`src/rtl/xm23_dev_pkg.sv`:
```
// Shared definitions for the XM23 device responder: CSR bit layout, device
// indices and register offsets.
package xm23_dev_pkg;

   localparam int CSR_IE  = 0;
   localparam int CSR_IO  = 1;
   localparam int CSR_DBA = 2;
   localparam int CSR_OF  = 3;
   localparam int CSR_ENA = 4;

   localparam int DEV_RX  = 0;
   localparam int DEV_TX  = 1;
   localparam int DEV_TMR = 2;
   localparam int NUM_DEV = 3;

   // First offset past the decoded window, with and without the timer pair
   localparam logic [15:0] OFF_LIMIT_BASE = 16'd4;
   localparam logic [15:0] OFF_LIMIT_TMR  = 16'd6;

   typedef struct packed {
      logic ena;
      logic of;
      logic dba;
      logic io;
      logic ie;
   } dev_csr_t;

   function automatic logic [7:0] csr_pack(input dev_csr_t c);
      logic [7:0] b;
      b          = 8'h00;
      b[CSR_IE]  = c.ie;
      b[CSR_IO]  = c.io;
      b[CSR_DBA] = c.dba;
      b[CSR_OF]  = c.of;
      b[CSR_ENA] = c.ena;
      return b;
   endfunction

endpackage

```
`src/rtl/xm23_irq_arbiter.sv`:
```
// Pending-bit register with fixed priority (lowest device index wins) and
// acknowledge of the currently presented vector.
module xm23_irq_arbiter
   import xm23_dev_pkg::*;
#(
   parameter logic [3:0] VECT_BASE = 4'd0
) (
   input  logic               clk,
   input  logic               rst_n,
   input  logic [NUM_DEV-1:0] pend_set,
   input  logic               int_ack,
   output logic               int_req,
   output logic [3:0]         int_vect
);

   logic [NUM_DEV-1:0] pend_reg;
   logic [NUM_DEV-1:0] pend_next;
   logic [NUM_DEV-1:0] ack_sel;
   logic [1:0]         win;

   always_comb begin
      win = 2'd0;
      for (int i = NUM_DEV - 1; i >= 0; i--) begin
         if (pend_reg[i]) win = 2'(i);
      end
   end

   // A new event in the ack cycle keeps its bit set
   genvar gi;
   generate
      for (gi = 0; gi < NUM_DEV; gi++) begin : g_pend
         assign ack_sel[gi]   = int_ack && pend_reg[gi] && (win == 2'(gi));
         assign pend_next[gi] = (pend_reg[gi] & ~ack_sel[gi]) | pend_set[gi];
      end
   endgenerate

   always_ff @(posedge clk or negedge rst_n) begin
      if (!rst_n) pend_reg <= '0;
      else        pend_reg <= pend_next;
   end

   assign int_req  = |pend_reg;
   assign int_vect = VECT_BASE + {2'b00, win};

endmodule

```
`src/rtl/xm23_dev_responder.sv`:
```
// XM23 device-space bus responder: stream receiver, stream transmitter and,
// when DEV_TIMER_EN is defined, an interval timer on the third CSR/DR pair.
module xm23_dev_responder
   import xm23_dev_pkg::*;
#(
   parameter logic [15:0] BASE_ADDR = 16'h0000,
   parameter logic [3:0]  VECT_BASE = 4'd0,
   parameter logic [15:0] TICK_DIV  = 16'd50000
) (
   input  logic        clk,
   input  logic        rst_n,
   input  logic [15:0] addr,
   input  logic [15:0] wdata,
   input  logic        rd_en,
   input  logic        wr_en,
   input  logic        byte_sel,
   output logic [15:0] rdata,
   output logic        ack,
   input  logic        rx_valid,
   input  logic [7:0]  rx_data,
   output logic        rx_ready,
   output logic        tx_valid,
   output logic [7:0]  tx_data,
   input  logic        tx_ready,
   output logic        int_req,
   output logic [3:0]  int_vect,
   input  logic        int_ack
);

   logic [15:0] off;
   logic [1:0]  dev;
   logic        odd, in_range, rd;
   logic        csr_wr_sel, dr_wr_sel, dr_rd_sel;
   logic [7:0]  csr_wbyte, dr_wbyte;

`ifdef DEV_TIMER_EN
   assign in_range = off < OFF_LIMIT_TMR;
`else
   assign in_range = off < OFF_LIMIT_BASE;
`endif

   // Even-offset word accesses touch both CSR and DR; everything else one byte
   assign off        = addr - BASE_ADDR;
   assign dev        = off[2:1];
   assign odd        = off[0];
   assign rd         = rd_en & ~wr_en;
   assign csr_wr_sel = wr_en & in_range & ~odd;
   assign dr_wr_sel  = wr_en & in_range & (odd | ~byte_sel);
   assign dr_rd_sel  = rd & in_range & (odd | ~byte_sel);
   assign csr_wbyte  = wdata[7:0];
   assign dr_wbyte   = odd ? wdata[7:0] : wdata[15:8];

   logic [NUM_DEV-1:0] pend_set;

   // Receiver
   logic       ie0_reg, ena0_reg, dba0_reg, of0_reg;
   logic [7:0] dr0_reg;
   logic       rx_fire, csr0_wr, dr0_rd;
   dev_csr_t   csr0;

   assign rx_fire = rx_valid & ena0_reg;
   assign csr0_wr = csr_wr_sel && (dev == 2'(DEV_RX));
   assign dr0_rd  = dr_rd_sel && (dev == 2'(DEV_RX));
   assign csr0    = '{ena: ena0_reg, of: of0_reg, dba: dba0_reg, io: 1'b0, ie: ie0_reg};

   always_ff @(posedge clk or negedge rst_n) begin
      if (!rst_n) begin
         ie0_reg  <= 1'b0;
         ena0_reg <= 1'b1;
         dba0_reg <= 1'b0;
         of0_reg  <= 1'b0;
         dr0_reg  <= 8'h00;
      end else begin
         if (csr0_wr) begin
            ie0_reg  <= csr_wbyte[CSR_IE];
            ena0_reg <= csr_wbyte[CSR_ENA];
            if (!csr_wbyte[CSR_OF]) of0_reg <= 1'b0;
         end
         // A read consuming the old byte in the arrival cycle is not an overrun
         if (rx_fire) begin
            dr0_reg  <= rx_data;
            dba0_reg <= 1'b1;
            if (dba0_reg && !dr0_rd) of0_reg <= 1'b1;
         end else if (dr0_rd) begin
            dba0_reg <= 1'b0;
         end
      end
   end

   assign rx_ready          = ena0_reg;
   assign pend_set[DEV_RX]  = rx_fire & ie0_reg;

   // Transmitter; the data buffer is available exactly when nothing is in flight
   logic       ie1_reg, ena1_reg, of1_reg, tx_valid_reg;
   logic [7:0] tx_data_reg;
   logic       tx_done, csr1_wr, dr1_store;
   dev_csr_t   csr1;

   assign tx_done   = tx_valid_reg & tx_ready;
   assign csr1_wr   = csr_wr_sel && (dev == 2'(DEV_TX));
   assign dr1_store = dr_wr_sel && (dev == 2'(DEV_TX)) && ena1_reg;
   assign csr1      = '{ena: ena1_reg, of: of1_reg, dba: ~tx_valid_reg, io: 1'b1, ie: ie1_reg};

   always_ff @(posedge clk or negedge rst_n) begin
      if (!rst_n) begin
         ie1_reg      <= 1'b0;
         ena1_reg     <= 1'b1;
         of1_reg      <= 1'b0;
         tx_valid_reg <= 1'b0;
         tx_data_reg  <= 8'h00;
      end else begin
         if (csr1_wr) begin
            ie1_reg  <= csr_wbyte[CSR_IE];
            ena1_reg <= csr_wbyte[CSR_ENA];
            if (!csr_wbyte[CSR_OF]) of1_reg <= 1'b0;
         end
         if (dr1_store) begin
            tx_data_reg  <= dr_wbyte;
            tx_valid_reg <= 1'b1;
            if (tx_valid_reg && !tx_done) of1_reg <= 1'b1;
         end else if (tx_done) begin
            tx_valid_reg <= 1'b0;
         end
      end
   end

   assign tx_valid         = tx_valid_reg;
   assign tx_data          = tx_data_reg;
   assign pend_set[DEV_TX] = tx_done & ie1_reg;

   logic [7:0] csr2_val, dr2_val;

`ifdef DEV_TIMER_EN
   logic        ie2_reg, ena2_reg, dba2_reg, of2_reg;
   logic [7:0]  dr2_reg, cnt_reg;
   logic [15:0] presc_reg;
   logic        csr2_wr, dr2_wr, csr2_rd, tick, tmr_evt;
   dev_csr_t    csr2;

   assign csr2_wr = csr_wr_sel && (dev == 2'(DEV_TMR));
   assign dr2_wr  = dr_wr_sel && (dev == 2'(DEV_TMR));
   assign csr2_rd = rd && in_range && !odd && (dev == 2'(DEV_TMR));
   assign tick    = ena2_reg && (cnt_reg != 8'h00) && (presc_reg == TICK_DIV - 16'd1);
   assign tmr_evt = tick && (cnt_reg == 8'h01);
   assign csr2    = '{ena: ena2_reg, of: of2_reg, dba: dba2_reg, io: 1'b0, ie: ie2_reg};

   always_ff @(posedge clk or negedge rst_n) begin
      if (!rst_n) begin
         ie2_reg   <= 1'b0;
         ena2_reg  <= 1'b0;
         dba2_reg  <= 1'b0;
         of2_reg   <= 1'b0;
         dr2_reg   <= 8'h00;
         cnt_reg   <= 8'h00;
         presc_reg <= 16'h0000;
      end else begin
         if (csr2_wr) begin
            ie2_reg  <= csr_wbyte[CSR_IE];
            ena2_reg <= csr_wbyte[CSR_ENA];
            if (!csr_wbyte[CSR_OF]) of2_reg <= 1'b0;
         end
         if (dr2_wr) begin
            dr2_reg   <= dr_wbyte;
            cnt_reg   <= dr_wbyte;
            presc_reg <= 16'h0000;
         end else if (ena2_reg && (cnt_reg != 8'h00)) begin
            if (tick) begin
               presc_reg <= 16'h0000;
               cnt_reg   <= tmr_evt ? dr2_reg : cnt_reg - 8'd1;
            end else begin
               presc_reg <= presc_reg + 16'd1;
            end
         end
         if (tmr_evt) begin
            dba2_reg <= 1'b1;
            if (dba2_reg && !csr2_rd) of2_reg <= 1'b1;
         end else if (csr2_rd) begin
            dba2_reg <= 1'b0;
         end
      end
   end

   assign csr2_val          = csr_pack(csr2);
   assign dr2_val           = dr2_reg;
   assign pend_set[DEV_TMR] = tmr_evt & ie2_reg;
`else
   assign csr2_val          = 8'h00;
   assign dr2_val           = 8'h00;
   assign pend_set[DEV_TMR] = 1'b0;
`endif

   logic [7:0]  csr_val, dr_val;
   logic [15:0] rdata_next;
   logic [15:0] rdata_reg;
   logic        ack_reg;

   always_comb begin
      csr_val = 8'h00;
      dr_val  = 8'h00;
      case (dev)
         2'(DEV_RX):  begin csr_val = csr_pack(csr0); dr_val = dr0_reg;     end
         2'(DEV_TX):  begin csr_val = csr_pack(csr1); dr_val = tx_data_reg; end
         2'(DEV_TMR): begin csr_val = csr2_val;       dr_val = dr2_val;     end
         default: ;
      endcase
      rdata_next = 16'h0000;
      if (rd && in_range) begin
         if (odd)           rdata_next = {8'h00, dr_val};
         else if (byte_sel) rdata_next = {8'h00, csr_val};
         else               rdata_next = {dr_val, csr_val};
      end
   end

   always_ff @(posedge clk or negedge rst_n) begin
      if (!rst_n) begin
         rdata_reg <= 16'h0000;
         ack_reg   <= 1'b0;
      end else begin
         rdata_reg <= rdata_next;
         ack_reg   <= rd_en | wr_en;
      end
   end

   assign rdata = rdata_reg;
   assign ack   = ack_reg;

   xm23_irq_arbiter #(
      .VECT_BASE (VECT_BASE)
   ) u_irq (
      .clk      (clk),
      .rst_n    (rst_n),
      .pend_set (pend_set),
      .int_ack  (int_ack),
      .int_req  (int_req),
      .int_vect (int_vect)
   );

endmodule

```
`config.mk`:
```
export PLATFORM = sky130hd
export DESIGN_NAME = xm23_dev_responder
export DESIGN_NICKNAME = d
export VERILOG_FILES = /design/src/rtl/xm23_dev_pkg.sv /design/src/rtl/xm23_irq_arbiter.sv /design/src/rtl/xm23_dev_responder.sv
export SDC_FILE = /design/constraint.sdc
export NUM_CORES = 1
export LEC_CHECK = 0
export ABC_CLOCK_PERIOD_IN_PS = 1300
export CAP_MARGIN = 20
export CORE_MARGIN = 8
export CORE_UTILIZATION = 39
export DETAILED_ROUTE_END_ITERATION = 7
export HOLD_SLACK_MARGIN = 0.05
export PLACE_DENSITY_LB_ADDON = 0.25
export SYNTH_ARGS = -nofsm -noshare
export SYNTH_HDL_FRONTEND = slang
export SYNTH_SLANG_ARGS = --single-unit
```
`constraint.sdc`:
```
create_clock -name clk -period 1.3 [get_ports clk]
set_input_delay 0.13 -clock clk [delete_from_list [all_inputs] [get_ports clk]]
set_output_delay 0.13 -clock clk [all_outputs]
set_load 0.01 [all_outputs]
```
# Word-level counts from Yosys, hierarchy flattened
# Index checks and enable logic that the tools add are counted.
[totals]
out_inout_bits = 32
in_bits = 48
ff_bits = 44
[classes]
magnitude_cmp = 1
n_eq_ne = 3
n_mux = 21
bitwise = 24
reduce_logical = 21
[ops]
columns = ["operator", "count"]
rows = [
  ["16-bit two-way mux", 3],
  ["16-bit by 3-bit < comparator with 1-bit output, second input constant", 1],
  ["8-bit case mux with 2 select lines", 1],
  ["1-bit logical AND", 14],
  ["1-bit AND", 13],
  ["1-bit two-way mux", 12],
  ["5-bit case mux with 2 select lines", 1],
  ["8-bit two-way mux", 1],
  ["1-bit NOT", 7],
  ["2-bit two-way mux", 3],
  ["2-bit by 1-bit == test with 1-bit output, second input constant", 2],
  ["2-bit logical NOT", 2],
  ["1-bit OR", 4],
  ["2-bit nonzero test", 2],
  ["3-bit OR reduction", 1],
  ["2-bit == test, second input constant", 1],
  ["1-bit logical NOT", 2],
]

# Logic depth before layout (Yosys ltp)
[logic_depth]
depth_word = 9
mapped_depth = 5
ltp_nobuf = 4

# Modules after synthesis
# Synthesis repeated with hierarchy kept, for this count alone.
[unflattened]
hier_cells = 157
area_unflattened_um2 = 2065.7
[modules_own_cells]
columns = ["module", "area_per_inst_um2", "cells_per_inst", "n_inst"]
rows = [
  ["xm23_dev_responder", 1906.8, 141, 1],
  ["xm23_irq_arbiter", 158.9, 16, 1],
]

# Worst setup path after synthesis
# No wires, ideal clock.
[synth_timing]
path_type = "input -> register"
start = "input port addr[11]"
end = "register rdata_reg[13] (netlist: rdata[13])"
t_arrival_ns = 1.341
t_required_ns = 1.230
n_path_buf = 1
cell_stages = 5
path_slack_ns = -0.110
cell_sequence = "nor4_4 -> nand4_2 -> or4_4 -> buf_6 -> nor2_2"
[synth_via]
elab_chain_len = 3
[synth_rtl]
columns = ["item", "line", "rtl"]
rows = [
  ["start: declaration", "xm23_dev_responder.sv:12", "input logic [15:0] addr,"],
  ["16-bit by 3-bit < comparator with 1-bit output", "xm23_dev_responder.sv:39", "assign in_range = off < OFF_LIMIT_BASE;"],
  ["1-bit logical AND", "xm23_dev_responder.sv:207", "if (rd && in_range) begin"],
  ["16-bit two-way mux", "xm23_dev_responder.sv:207", ""],
  ["net rdata_next[13]", "xm23_dev_responder.sv:193", "logic [15:0] rdata_next;"],
  ["end signal: assignment", "xm23_dev_responder.sv:219", "rdata_reg <= rdata_next;"],
  ["end: declaration", "xm23_dev_responder.sv:194", "logic [15:0] rdata_reg;"],
]
# The timed path passes the listed nets, and every way through them passes these cells.
# A chain may end at the register's enable or synchronous reset.

# Final worst setup path
[layout_timing]
start = "register ena1_reg"
end = "register tx_data_reg[3] (netlist: tx_data[3])"
[layout_via]
elab_chain_len = 1
[layout_rtl]
columns = ["item", "line", "rtl"]
rows = [
  ["start: declaration", "xm23_dev_responder.sv:94", "logic ie1_reg, ena1_reg, of1_reg, tx_valid_reg;"],
  ["start signal: assignment", "xm23_dev_responder.sv:114", "ena1_reg <= csr_wbyte[CSR_ENA];"],
  ["1-bit logical AND", "xm23_dev_responder.sv:101", "assign dr1_store = dr_wr_sel && (dev == 2'(DEV_TX)) && ena1_reg;"],
  ["end signal: assignment", "xm23_dev_responder.sv:118", "tx_data_reg <= dr_wbyte;"],
  ["end: declaration", "xm23_dev_responder.sv:95", "logic [7:0] tx_data_reg;"],
]
# No other way between the ends.

==> summary.md <==
| Metric | Value |
|---|---|
| CTS Buffer Depth | `2` |
| Power Dens Cells | `871 mW/mm2` |
| Gpl congestion | `slightly below 0.9` |
| Clk pin slew, worst setup/hold paths | `0.09 ns` |
| Cells after synthesis | `155` |
| Post-DP HPWL | `approximately 4200 um` |
| Lkg Pwr | `0.00175 uW` |
| Max Clock Skew | `0.00826 ns` |
| List of most frequent post-synthesis cells | `42 x dfrtp_1, 28 x mux2_2, 10 x nor2_1, 9 x nor2_2, 8 x mux2i_1` |
| Dpl cells | `322` |
| CTS Root Cell | `clkbuf_8` |
| Critical path class | `reg -> reg` |
| Setup Viol. Count Final | `13` |
| Post-DP Area | `0.00308 mm2` |
| Yosys reg bits | `44` |
| Maximum VDD drop | `531 uV` |
| DRC | `0` |
| Congestion Overflow GR | `0` |
| Post-route minimum period | `around 1.4 ns` |
| Die width | `88.4 um` |
| 1st-iter DRT viols | `44` |
| Ant diodes | `0` |
| Final Cycle Share | `108%` |
| Count leader, synth | `dfrtp_1` |
| First-pass GRT wire length | `8540 um` |
| Synth Flop Type | `dfrtp_1` |
| Vias in the first global route | `around 1,700` |
| Synth area leaders | `dfrtp_1 51%, mux2_2 15%, mux2i_1 3.9%` |
| Design area | `approximately 0.0033 mm2` |
| GRT Total Usage | `14.4%` |
| Drt pass-1 iters | `4` |
| Max-Cap Viols | `0` |
| Total vias in the final route | `1,622` |
| Status | `finished with violations` |
| Failing checks | `negative setup slack` |
| Crit path arrival time | `1.58 ns` |
| CTS Buf Count | `5` |
| Avg Cell Area, Syn | `~13 um2` |
| Die Footprint | `0.00782 mm2` |
| Largest net degree at the start of global routing | `23` |
| CTS tree | `yes` |
| Layout Cells excl Fill | `between 300 and 400` |
| Library cells used by synthesis | `36` |
| RSZ-0062 raised after global routing | `true` |
| Core Area | `0.00507 mm2` |
| Initial antenna violation count | `0` |
| Max FO, Critical Path | `3` |
| CTS sink cnt | `44` |
| Die Ht | `a little under 90 um` |
| Wire length per cell | `16.3 um` |
| WP data required | `1.48 ns` |
| Async set or reset register ratio after synthesis | `100%` |
| Nets@finish | `314` |
| Starting Density | `about two fifths` |
| Max FFs per register | `16` |
| Worst Hold Class | `in -> async` |
| Worst-skew pair later-pin latency | `0.29 ns` |
| Port bufs | `77` |
| Layout fillers | `approximately 410` |
| Worst Setup End Kind | `register` |
| Layout cells sized above 1 | `42.1%` |
| Post-synth EDFFs | `0` |
| ANT nets after route | `0` |
| Io pins | `80` |
| Mapped Area | `0.00204 mm2` |
| Fmax | `714 MHz` |
| Syn-to-layout area delta | `61.9%` |
| Post-synth top area cell | `dfrtp_1` |
| H-tree depth | `2` |
| Post-DR vias/cell | `4.83` |
| Fin Hold WS | `between 0.2 and 0.3 ns` |
| Synth top area share | `51.4%` |
| Startpoint type of the worst setup path | `register` |
| Row count | `26` |
| Post-Route WL | `5480 um` |
| Sequential cell area fraction in the yosys report | `54.0%` |
| Final hold violation count | `0` |
| Final worst setup slack | `-0.101 ns` |
| Slew Viols, Final | `0` |
| Yosys warns | `0` |
==> cell type report <==
cell class                 count  area, um2  area share [%]
tap                           70       87.6            2.65
timing repair buffer         110        997            30.1
multi-input combinational    103        986            29.8
sequential                    44       1100            33.3
clock buffer                   5       68.8            2.08
inverter                       2       7.51           0.227
clock inverter                 2       60.1            1.81
==> critical path: stages (launching register included) <==
cell and delay [ns]:
dfstp_2 0.54, nand4_1 0.13, nor2_4 0.19, buf_6 0.14, mux2_4 0.29
==> per-layer routing <==
layer	GRT usage, %	up-vias	wire, um
li1	-	773	-
met1	18.4	798	2360
met2	23.4	47	2770
met3	3.34	4	300
met4	4.30	0	47
met5	0	-	0
==> cell usage in the layout, fill, tap and decap left out, types with 2 or more instances in the layout <==
cell type / count
a32o_1: 2
mux2_2: 20
clkbuf_8: 5
clkdlybuf4s50_1: 28
mux2_4: 8
mux2i_1: 8
buf_2: 6
buf_6: 8
nor2_2: 8
a21oi_1: 2
nand2_1: 7
mux4_2: 3
nor2_4: 5
clkbuf_2: 6
dfrtp_1: 42
dlymetal6s2s_1: 10
inv_1: 2
a211oi_1: 2
nor2_1: 6
buf_4: 25
nor2b_1: 5
dfstp_2: 2
dlygate4sd2_1: 21
conb_1: 2
nand4_1: 3
clkdlybuf4s15_1: 4
nor4_4: 3
bufinv_16: 2
==> repair_timing <==
item                                    4_1_cts  5_1_grt
hold buffers                                  1        0
gates resized for setup                      75       39
endpoints found under the setup margin       51       39
buffers inserted                              3        3
pin swaps                                    17       10
hold endpoints to repair                     33        0
==> worst paths after layout <==
check	slack, ns	to	from	cells after the start
min reg2reg	0.51	dr0_reg[7]	dr0_reg[7]	1
max in group asynchronous	0.50	ena1_reg	rst_n	3
max reg2reg	-0.10	tx_data[3]	ena1_reg	4
max	-0.10	tx_data[3]	ena1_reg	4
min in group clk	0.28	ack	rd_en	3
min	0.25	tx_data[4]	rst_n	2
==> kinds of logic (layout without fill, tap and decap cells) <==
kind of cell,Yosys count,after routing,share of synthesized area [%]
AO/OA/AOI/OAI,12,12,4.04
buffers and inverters,9,119,3.00
flip-flops,44,44,54.0
multiplexers,39,39,22.6
other,1,2,0.183
AND/OR/NAND/NOR,50,50,16.2
==> where the power goes <==
part | switching, uW | internal [uW]
Clock | 451 | 756
Combinational | 125 | 181
Sequential | 0.559 | 1370
==> stage by stage <==
stage	utilization [%]	setup WS (ns)	setup TNS, ns	power, uW
3_3_place_gp	60.7	-0.626	-17.25	1710
6_report	65.2	-0.101	-0.819	2880
4_1_cts	63.8	-0.106	-0.844	2900
2_1_floorplan	-	-0.108	-1.60	1480
3_5_place_dp	60.7	-0.659	-17.96	1710
5_1_grt	65.2	-0.149	-1.52	3010
No activity file was read; power rests on OpenSTA's default activity.
